[src/rtl/ahb_rr_arbiter.sv]
// Two-master AHB arbiter onto one slave port.
// Round-robin or fixed priority, one pending request per master.
module ahb_rr_arbiter #(
  parameter bit RR_EN = 1'b1
) (
  input  logic        hclk,
  input  logic        hresetn,
  input  logic        hsel_m0,
  input  logic        hsel_m1,
  input  logic [31:0] hmaster_m0,
  input  logic [31:0] hmaster_m1,
  input  logic [31:0] haddr_m0,
  input  logic [31:0] haddr_m1,
  input  logic [2:0]  hsize_m0,
  input  logic [2:0]  hsize_m1,
  input  logic        hwrite_m0,
  input  logic        hwrite_m1,
  input  logic [31:0] hwdata_m0,
  input  logic [31:0] hwdata_m1,
  output logic [31:0] hrdata_m0,
  output logic [31:0] hrdata_m1,
  output logic        hready_m0,
  output logic        hready_m1,
  output logic        hresp_m0,
  output logic        hresp_m1,
  output logic        hsel_s,
  output logic [31:0] hmaster_s,
  output logic [31:0] haddr_s,
  output logic [2:0]  hsize_s,
  output logic        hwrite_s,
  output logic [31:0] hwdata_s,
  input  logic [31:0] hrdata_s,
  input  logic        hready_s,
  input  logic        hresp_s,
  output logic [1:0]  grant
);

  typedef enum logic [1:0] {IDLE, ADDR, DATA} state_t;

  typedef struct packed {
    logic [31:0] master;
    logic [31:0] addr;
    logic [2:0]  size;
    logic        write;
  } req_t;

  state_t     state;
  logic [1:0] gnt;
  logic [1:0] pend;
  logic       last_m1;
  req_t       buf0;
  req_t       buf1;
  req_t       cur;

  logic       in_data;
  logic [1:0] cap;
  logic [1:0] done;
  logic [1:0] pend_n;
  logic [1:0] win;

  assign grant   = gnt;
  assign in_data = (state == DATA);

  always_comb begin
    hready_m0 = (in_data && gnt[0]) ? hready_s : !pend[0];
    hready_m1 = (in_data && gnt[1]) ? hready_s : !pend[1];
    hresp_m0  = in_data && gnt[0] && hresp_s;
    hresp_m1  = in_data && gnt[1] && hresp_s;
    hrdata_m0 = (in_data && gnt[0]) ? hrdata_s : 32'h0;
    hrdata_m1 = (in_data && gnt[1]) ? hrdata_s : 32'h0;
  end

  // A completing master may re-request in the same cycle.
  always_comb begin
    cap    = {hsel_m1 & hready_m1, hsel_m0 & hready_m0};
    done   = (in_data && hready_s) ? gnt : 2'b00;
    pend_n = cap | (pend & ~done);
    win    = pend_n;
    if (&pend_n) begin
      if (RR_EN) win = last_m1 ? 2'b01 : 2'b10;
      else       win = 2'b01;
    end
  end

  always_comb begin
    cur = '0;
    unique case (1'b1)
      gnt[0]:  cur = buf0;
      gnt[1]:  cur = buf1;
      default: cur = '0;
    endcase
  end

  always_comb begin
    hsel_s    = (state == ADDR);
    hmaster_s = cur.master;
    haddr_s   = cur.addr;
    hsize_s   = cur.size;
    hwrite_s  = cur.write;
    hwdata_s  = 32'h0;
    if (in_data) hwdata_s = gnt[1] ? hwdata_m1 : hwdata_m0;
  end

  always_ff @(posedge hclk or negedge hresetn) begin
    if (!hresetn) begin
      state   <= IDLE;
      gnt     <= 2'b00;
      pend    <= 2'b00;
      last_m1 <= 1'b0;
      buf0    <= '0;
      buf1    <= '0;
    end else begin
      pend <= pend_n;
      if (cap[0]) buf0 <= {hmaster_m0, haddr_m0, hsize_m0, hwrite_m0};
      if (cap[1]) buf1 <= {hmaster_m1, haddr_m1, hsize_m1, hwrite_m1};
      unique case (state)
        IDLE: begin
          if (|pend_n) begin
            state   <= ADDR;
            gnt     <= win;
            last_m1 <= win[1];
          end
        end
        ADDR: state <= DATA;
        DATA: begin
          if (hready_s) begin
            if (|(pend_n & ~gnt)) begin
              state   <= ADDR;
              gnt     <= ~gnt;
              last_m1 <= gnt[0];
            end else begin
              state <= IDLE;
              gnt   <= 2'b00;
            end
          end
        end
        default: state <= IDLE;
      endcase
    end
  end

endmodule

[config.mk]
export PLATFORM = sky130hd
export DESIGN_NAME = ahb_rr_arbiter
export DESIGN_NICKNAME = d
export VERILOG_FILES = /design/src/rtl/ahb_rr_arbiter.sv
export SDC_FILE = /design/constraint.sdc
export NUM_CORES = 1
export LEC_CHECK = 0
export CAP_MARGIN = 20
export CORE_AREA = 2 2 161 163
export CTS_BUF_LIST = sky130_fd_sc_hd__clkbuf_16
export CTS_CLUSTER_SIZE = 28
export DETAILED_ROUTE_END_ITERATION = 6
export DIE_AREA = 0 0 163 165
export GPL_TIMING_DRIVEN = 0
export PLACE_DENSITY = 0.71
export SKIP_LAST_GASP = 1
export SLEW_MARGIN = 20
export SYNTH_ARGS = -nofsm -noshare
export SYNTH_HDL_FRONTEND = slang
export SYNTH_SLANG_ARGS = --single-unit
[constraint.sdc]
create_clock -name hclk -period 5.6 [get_ports hclk]
set_clock_uncertainty 0.15 [all_clocks]
set_input_delay 1.4 -clock hclk [delete_from_list [all_inputs] [get_ports hclk]]
set_output_delay 1.4 -clock hclk [all_outputs]
set_load 0.01 [all_outputs]
---- After elaboration in Yosys (flattened, before gate mapping) ----
Index checks and enable logic that the tools add are counted.
cells by class
  mux-type cells .......................... 22
  reductions and logical operators ........ 15
  bitwise logic cells ..................... 7
  eq/ne operators ......................... 5
operators with widths
  operator            number
  $pmux 68 s2         1
  $mux 32             4
  $mux 2              8
  $mux 1              6
  $pmux 2 s3          1
  $logic_and 1x1->1   5
  $and 2x2->2         2
  $ne 2x2->1 const B  2
  $not 2->2           2
  $pmux 2 s2          1
  $reduce_and 2->1    2
  $reduce_and 4->1    1
  $reduce_or 2->1     2
  $reduce_and 3->1    1
  $and 1x1->1         2
  $eq 2x1->1 const B  1
  $eq 2x2->1 const B  1
  $logic_not 1->1     2
  $logic_not 2->1     1
  $ne 2x1->1 const B  1
  $or 2x2->2          1
  $pmux 1 s2          1
  $reduce_bool 2->1   1
word-level totals
  output and inout port bits .............. 171
  register bits ........................... 143

---- Depth between registers and ports, before layout ----
Gate-level depths: netlist (run 1).
  depth after elaboration ................. 11
  depth in mapped cells ................... 7
  gate-level depth less buffers ........... 4

---- Least setup slack after synthesis (run 1) ----
No wires, ideal clock.
  path kind ............................... input-to-output
  start ................................... in hready_s
  end ..................................... out hready_m0
  data required time ...................... 4.050 ns
  stages on the path ...................... 2
  slack ................................... 2.344 ns
  arrival time ............................ 1.706 ns
  path buffers ............................ 0
  path through ............................ inv_1 > mux2i_1
on the way
  longest elaborated chain between the ends .. 1
RTL lines
  what                line  text
  start: declaration  33    input logic hready_s,
  $mux 1              65    hready_m0 = (in_data && gnt[0]) ? hready_s : !pend[0];
  end: declaration    22    output logic hready_m0,
Every way passes these cells.

---- Worst setup path in the final report (run 1) ----
Same ends and word-level chain as after synthesis.

==> results of run 1 <==
## layer usage
metal	track usage	vias to the layer above
li1	-	2932
met1	0.249	3189
met2	0.335	282
met3	0.0608	28
met4	0.0607	0
met5	0	-
## critical path: stages
cell,delay (ns)
clkdlybuf4s50_1,0.50
inv_1,0.12
mux2i_1,0.34
clkdlybuf4s50_1,0.65
## cells in the final DEF (no fill, tap or decap), drive strengths merged, types with 2 or more instances in the layout
cell	count
clkdlybuf4s50	407
dfrtp	143
mux2	138
a22o	68
and3	66
clkbuf	50
nor2	35
mux2i	34
buf	22
inv	11
clkinvlp	4
o21ai	3
a21oi	3
nor2b	2
and2	2
o22ai	2
nand2	2
o21a	2
bufinv	2
nand3b	2
clkinv	2
## state kept, by name, indices dropped and copies added, names as in the netlist
register and flops:
buf1 68, last_m1 1, pend 2, state 2, grant 2, buf0 68
## power breakdown
group	total (uW)	internal (uW)	switching (uW)
combinational	3390	1960	1430
clock	1140	662	477
sequential	1840	1550	297
## per-stage QoR
stage	TNS, ns	hold slack (ns)
after floorplan	0	0.323
after global placement	-432.80	0.340
after detailed placement	0	0.346
after CTS	0	0.361
after global routing	0	0.366
final	0	0.358
## path summary, 6_finish.rpt
kind / start / to / cells past startpoint
worst max-delay path: hready_s / hready_m0 / 4
worst min-delay path: buf0[32] / buf0[32] / 1
worst max register to register: state[0] / buf0[13] / 7
worst min register to register: buf0[32] / buf0[32] / 1
max in group asynchronous: hresetn / buf0[39] / 2
min in group asynchronous: hresetn / buf1[61] / 1
## kinds of logic (layout without fill, tap and decap cells)
logic type | Yosys count | after routing
multiplexers | 172 | 172
flip-flops | 143 | 143
AO/OA/AOI/OAI | 83 | 83
buffers and inverters | 58 | 498
AND/OR/NAND/NOR | 111 | 111
## cell type report
cell class | count | area share
well taps | 330 | 0.0334
flip-flops and latches | 143 | 0.289
repair buffers | 409 | 0.332
multi-input cells | 366 | 0.270
plain buffers | 53 | 0.0268
clock inverters | 14 | 0.0124
inverters | 5 | 0.00152
clock buffers | 17 | 0.0344
==> reports/summary.txt, run 1 <==
Max cap viols: 0
Via density: 4.81
Adder-Cell Fraction of Synth Area: 0
Final Non-Filler Cells: 1337
Global-route wire length before repair: 40300 um
Clk slew on worst S/H paths: 0.06 ns
Yosys top cell area share: 0.492
Hold WC Path Type: register to register
Placed insts: 1306
Clock Latency Late Sink: 0.41 ns
Multi-input gate area: 3340 um^2
Pre-CTS setup slack: 1.01 ns
Post-synth EDFFs: 0
Fin crit period: 4.56 ns
Half-perimeter wire length after placement: 21700 um
Htree depth: 4
PnR worst setup slack: 1.04 ns
Critical Path End Type: output pin
FMAX: 219 MHz
Post-synthesis net count: 805
Initial DRT Pass Iterations: 5
CTS tree: done
Xor and xnor area share after synthesis: 0
Final Util: 0.495
Placed Area: 11800 um^2
Area grow syn2layout: 70.3%
Mux cell area share after synthesis: 0.281
Total power: 6380 uW
Largest area contributor in the netlist: dfrtp_1
Vias: 6431
Netlist cell types: 30
Initial antenna violation count: 1
Largest family of logic cells by synthesized area: multiplexers
Diodes inserted: 0
Synthesized cell area: 7270 um^2
FF/Latch Area: 3580 um^2
GRT Total Usage: 0.200
Top sig layer: met4
Total wire length: 28100 um
CTS Buffer Depth: 2
Synthesis warning total: 0
Gate Count Post-Synth: 567
Fraction of layout cells with a size suffix above 1: 0.188
Fill count: 2288
Design area: 12400 um^2
Vias in the first global route: 6611
DR WL/cell: 21.0 um
Register area share after synthesis: 0.492
Unrepaired setup endpoints after global routing: false
CP Max Fanout: 6
CTS sink count: 143
Worst EP required: 4.05 ns
Met3 routed WL: 2420 um
DRC errors left: 0
Die area: 26900 um^2
Post-CTS Setup Bufs: 0
WL met2: 13700 um
Top post-synthesis cells by area: dfrtp_1, mux2_2, mux2_4
Final ANT Viol Nets: 0
Top cells by count, synth: dfrtp_1, mux2_2, a22o_1
Max VDD drop: 0.252 mV
Gpl congestion: 0.833
Starting density of the core: 0.290
Async set-reset flop share out of synthesis: 1.00
Critical path type: primary input to output pin
Synth Register Bits: 143
Pwr Density: 515 nW/um^2
Global route overflow: 0
Synth Area in Simple Gates: 0.0836
I/O pin count: 409
Largest net degree at the start of global routing: 92
R2r setup slk: 3.32 ns
Root buf cell: clkbuf_16
Synthesized area per cell: 12.8 um^2
Main synth FF type: dfrtp_1
Slew headroom: 0.419
Post-CTS Hold Buffers: 0
Endpoints failing hold: 0
Core Rows: 58
Compound-gate portion of the synthesized area: 0.0950
DR iter-0 viols: 248
Final critical-path share of the clock period: 0.814
Finish-stage setup viols: 0
Startpoint types: primary input
Met1 Wirelength: 11400 um
Fin nets: 1233
WP data arrival: 3.01 ns
Die Y: 165 um
Post-cts sizing count: 0
Worst Tran Pin Value: 0.871 ns
Die extent in x: 163 um
Fin. max-slew vios: 0
CTS buffer count: 17
Outcome: completed
Leak: 0.00535 uW
Port-buffer cells: 408
Top-count cell post-synth: dfrtp_1
Core Region: 25000 um^2
No activity file was read; power rests on OpenSTA's default activity.
==> run 2, diff against run 1 <==
- PLACE_DENSITY: 0.71 -> 0.74
- clock period: 5.6 -> 4.1 ns (I/O delays scaled with it)
==> reports/summary.txt, run 2 (same netlist as run 1, synthesis figures left out) <==
Outcome: completed (unchanged)
GR Util met2: 0.321 (was 0.335)
CTS tree: done (unchanged)
Met1 Usage GRT: 0.256 (was 0.249)
Vias in the first global route: 6654 (was 6611)
Worst EP required: 2.92 ns (was 4.05 ns)
Htree depth: 4 (unchanged)
Total wire length: 27900 um (was 28100 um)
R2r setup slk: 1.77 ns (was 3.32 ns)
Gpl congestion: 0.788 (was 0.833)
Final Non-Filler Cells: 1337 (unchanged)
Global-route wire length before repair: 40500 um (was 40300 um)
CP Max Fanout: 10 (was 6)
Final critical-path share of the clock period: 0.947
Slew headroom: 0.566 (was 0.419)
Fin. max-slew vios: 0 (unchanged)
Starting density of the core: 0.290 (unchanged)
Clk slew on worst S/H paths: 0.07 ns (was 0.06 ns)
Max VDD drop: 0.328 mV (was 0.252 mV)
Hold WC Path Type: register to register (unchanged)
Pwr Density: 711 nW/um^2 (was 515 nW/um^2)
Critical path type: register to output pin (was primary input to output pin)
DRC errors left: 0 (unchanged)
Area grow syn2layout: 70.9% (was 70.3%)
Clock Latency Late Sink: 0.40 ns (was 0.41 ns)
GR met3 Demand/Resource: 0.0630 (was 0.0608)
Global route overflow: 0 (unchanged)
Pre-CTS setup slack: 0.132 ns (was 1.01 ns)
Worst Min Path Start: buf0[31] (was buf0[32])
Final Util: 0.497 (was 0.495)
Die area: 26900 um^2 (unchanged)
WP data arrival: 2.71 ns (was 3.01 ns)
Startpoint types: register (was primary input)
Half-perimeter wire length after placement: 21500 um (was 21700 um)
Port-buffer cells: 408 (unchanged)
WHS Endpoint: buf0[31] (was buf0[32])
Fin crit period: 3.88 ns
Via density: 4.88 (was 4.81)
I/O pin count: 409 (unchanged)
GRT Total Usage: 0.199 (was 0.200)
Core Rows: 58 (unchanged)
R2r startpoint: grant[0] (was state[0])
Most frequent cells in the layout: clkdlybuf4s50_1, dfrtp_1, mux2_2 (unchanged)
Root buf cell: clkbuf_16 (unchanged)
Largest regs: buf0: 68 flops, buf1: 68 flops (unchanged)
Post-CTS Hold Buffers: 0 (unchanged)
Unrepaired setup endpoints after global routing: false (unchanged)
Diodes inserted: 0 (unchanged)
Design area: 12400 um^2 (about the same)
CTS buffer count: 17 (unchanged)
Die extent in x: 163 um (unchanged)
Most common cell after layout, fill and taps aside: clkdlybuf4s50_1 (unchanged)
Fraction of layout cells with a size suffix above 1: 0.195 (was 0.188)
Core Region: 25000 um^2 (unchanged)
PnR worst setup slack: 0.217 ns (was 1.04 ns)
CTS Buffer Depth: 2 (unchanged)
Leak: 0.00540 uW (was 0.00535 uW)
Die Y: 165 um (unchanged)
Critical Path End Type: output pin (unchanged)
FMAX: 258 MHz
Fin nets: 1233 (unchanged)
Gr busiest metal: met2 (unchanged)
DR WL/cell: 20.9 um (was 21.0 um)
Placed insts: 1306 (unchanged)
Total power: 8840 uW (was 6380 uW)
Placed Area: 11800 um^2 (unchanged)
Finish-stage setup viols: 0 (unchanged)
Max cap viols: 0 (unchanged)
Initial antenna violation count: 0 (was 1)
Initial DRT Pass Iterations: 7 (was 5)
DR iter-0 viols: 387 (was 248)
Reg-to-Reg End: buf0[16] (was buf0[13])
Hold Path Depth: 1 (unchanged)
Worst r2r path cells: 7 (unchanged)
Worst Tran Pin Value: 0.651 ns (was 0.871 ns)
Endpoints failing hold: 0 (unchanged)
Final ANT Viol Nets: 0 (unchanged)
Largest net degree at the start of global routing: 79 (was 92)
CTS sink count: 143 (unchanged)
Vias: 6523 (was 6431)
## run 2: critical path, stage by stage (launching register included)
cell,delay [ns]
dfrtp_1,0.60
clkbuf_2,0.43
clkbuf_1,0.48
a22o_1,0.21
clkdlybuf4s50_1,0.57
## run 2: final cells by class
class	count	area (um^2)
inverter	5	18.8
buffer	53	338
tap	330	413
clock inverter	14	195
timing repair buffer	409	4120
sequential	143	3580
multi-input combinational	366	3350
clock buffer	17	425
fill	2267	12600
## run 2: layer usage
metal	vias to the layer above	wire (um)
met4	0	735
met5	-	0
met3	37	2300
li1	2942	-
met1	3260	11500
met2	284	13400
## run 2: metrics by stage
| stage | TNS (ns) | hold WS [ns] |
|---|---|---|
| floorplan | 0 | 0.323 |
| global placement | -577.36 | 0.340 |
| detailed placement | 0 | 0.345 |
| CTS | -0.0138 | 0.361 |
| global route | 0 | 0.374 |
| finish | 0 | 0.358 |
## run 2: power by group
group          leakage [uW]  internal (uW)  total [uW]  switching [uW]
Sequential          0.00173           2110        2530             417
Clock              0.000308            983        1670             684
Combinational       0.00337           2680        4640            1960
Total               0.00540           5780        8840            3060
## run 2: worst max-delay path by stage
stage	from	endpoint	slack (ns)
final	grant[0]	haddr_s[1]	0.22
after global routing	grant[0]	haddr_s[1]	0.05
after CTS	grant[0]	hmaster_s[18]	-0.01
after detailed placement	grant[0]	hmaster_s[18]	0.13
after global placement	hresetn	buf1[55]	-4.05
after floorplan	grant[1]	hwdata_s[24]	1.53
## run 2: repair_timing
item	4_1_cts	5_1_grt
setup buffers	0	0
pin swaps	0	0
setup endpoints to repair	78	33
gates resized for setup	2	7
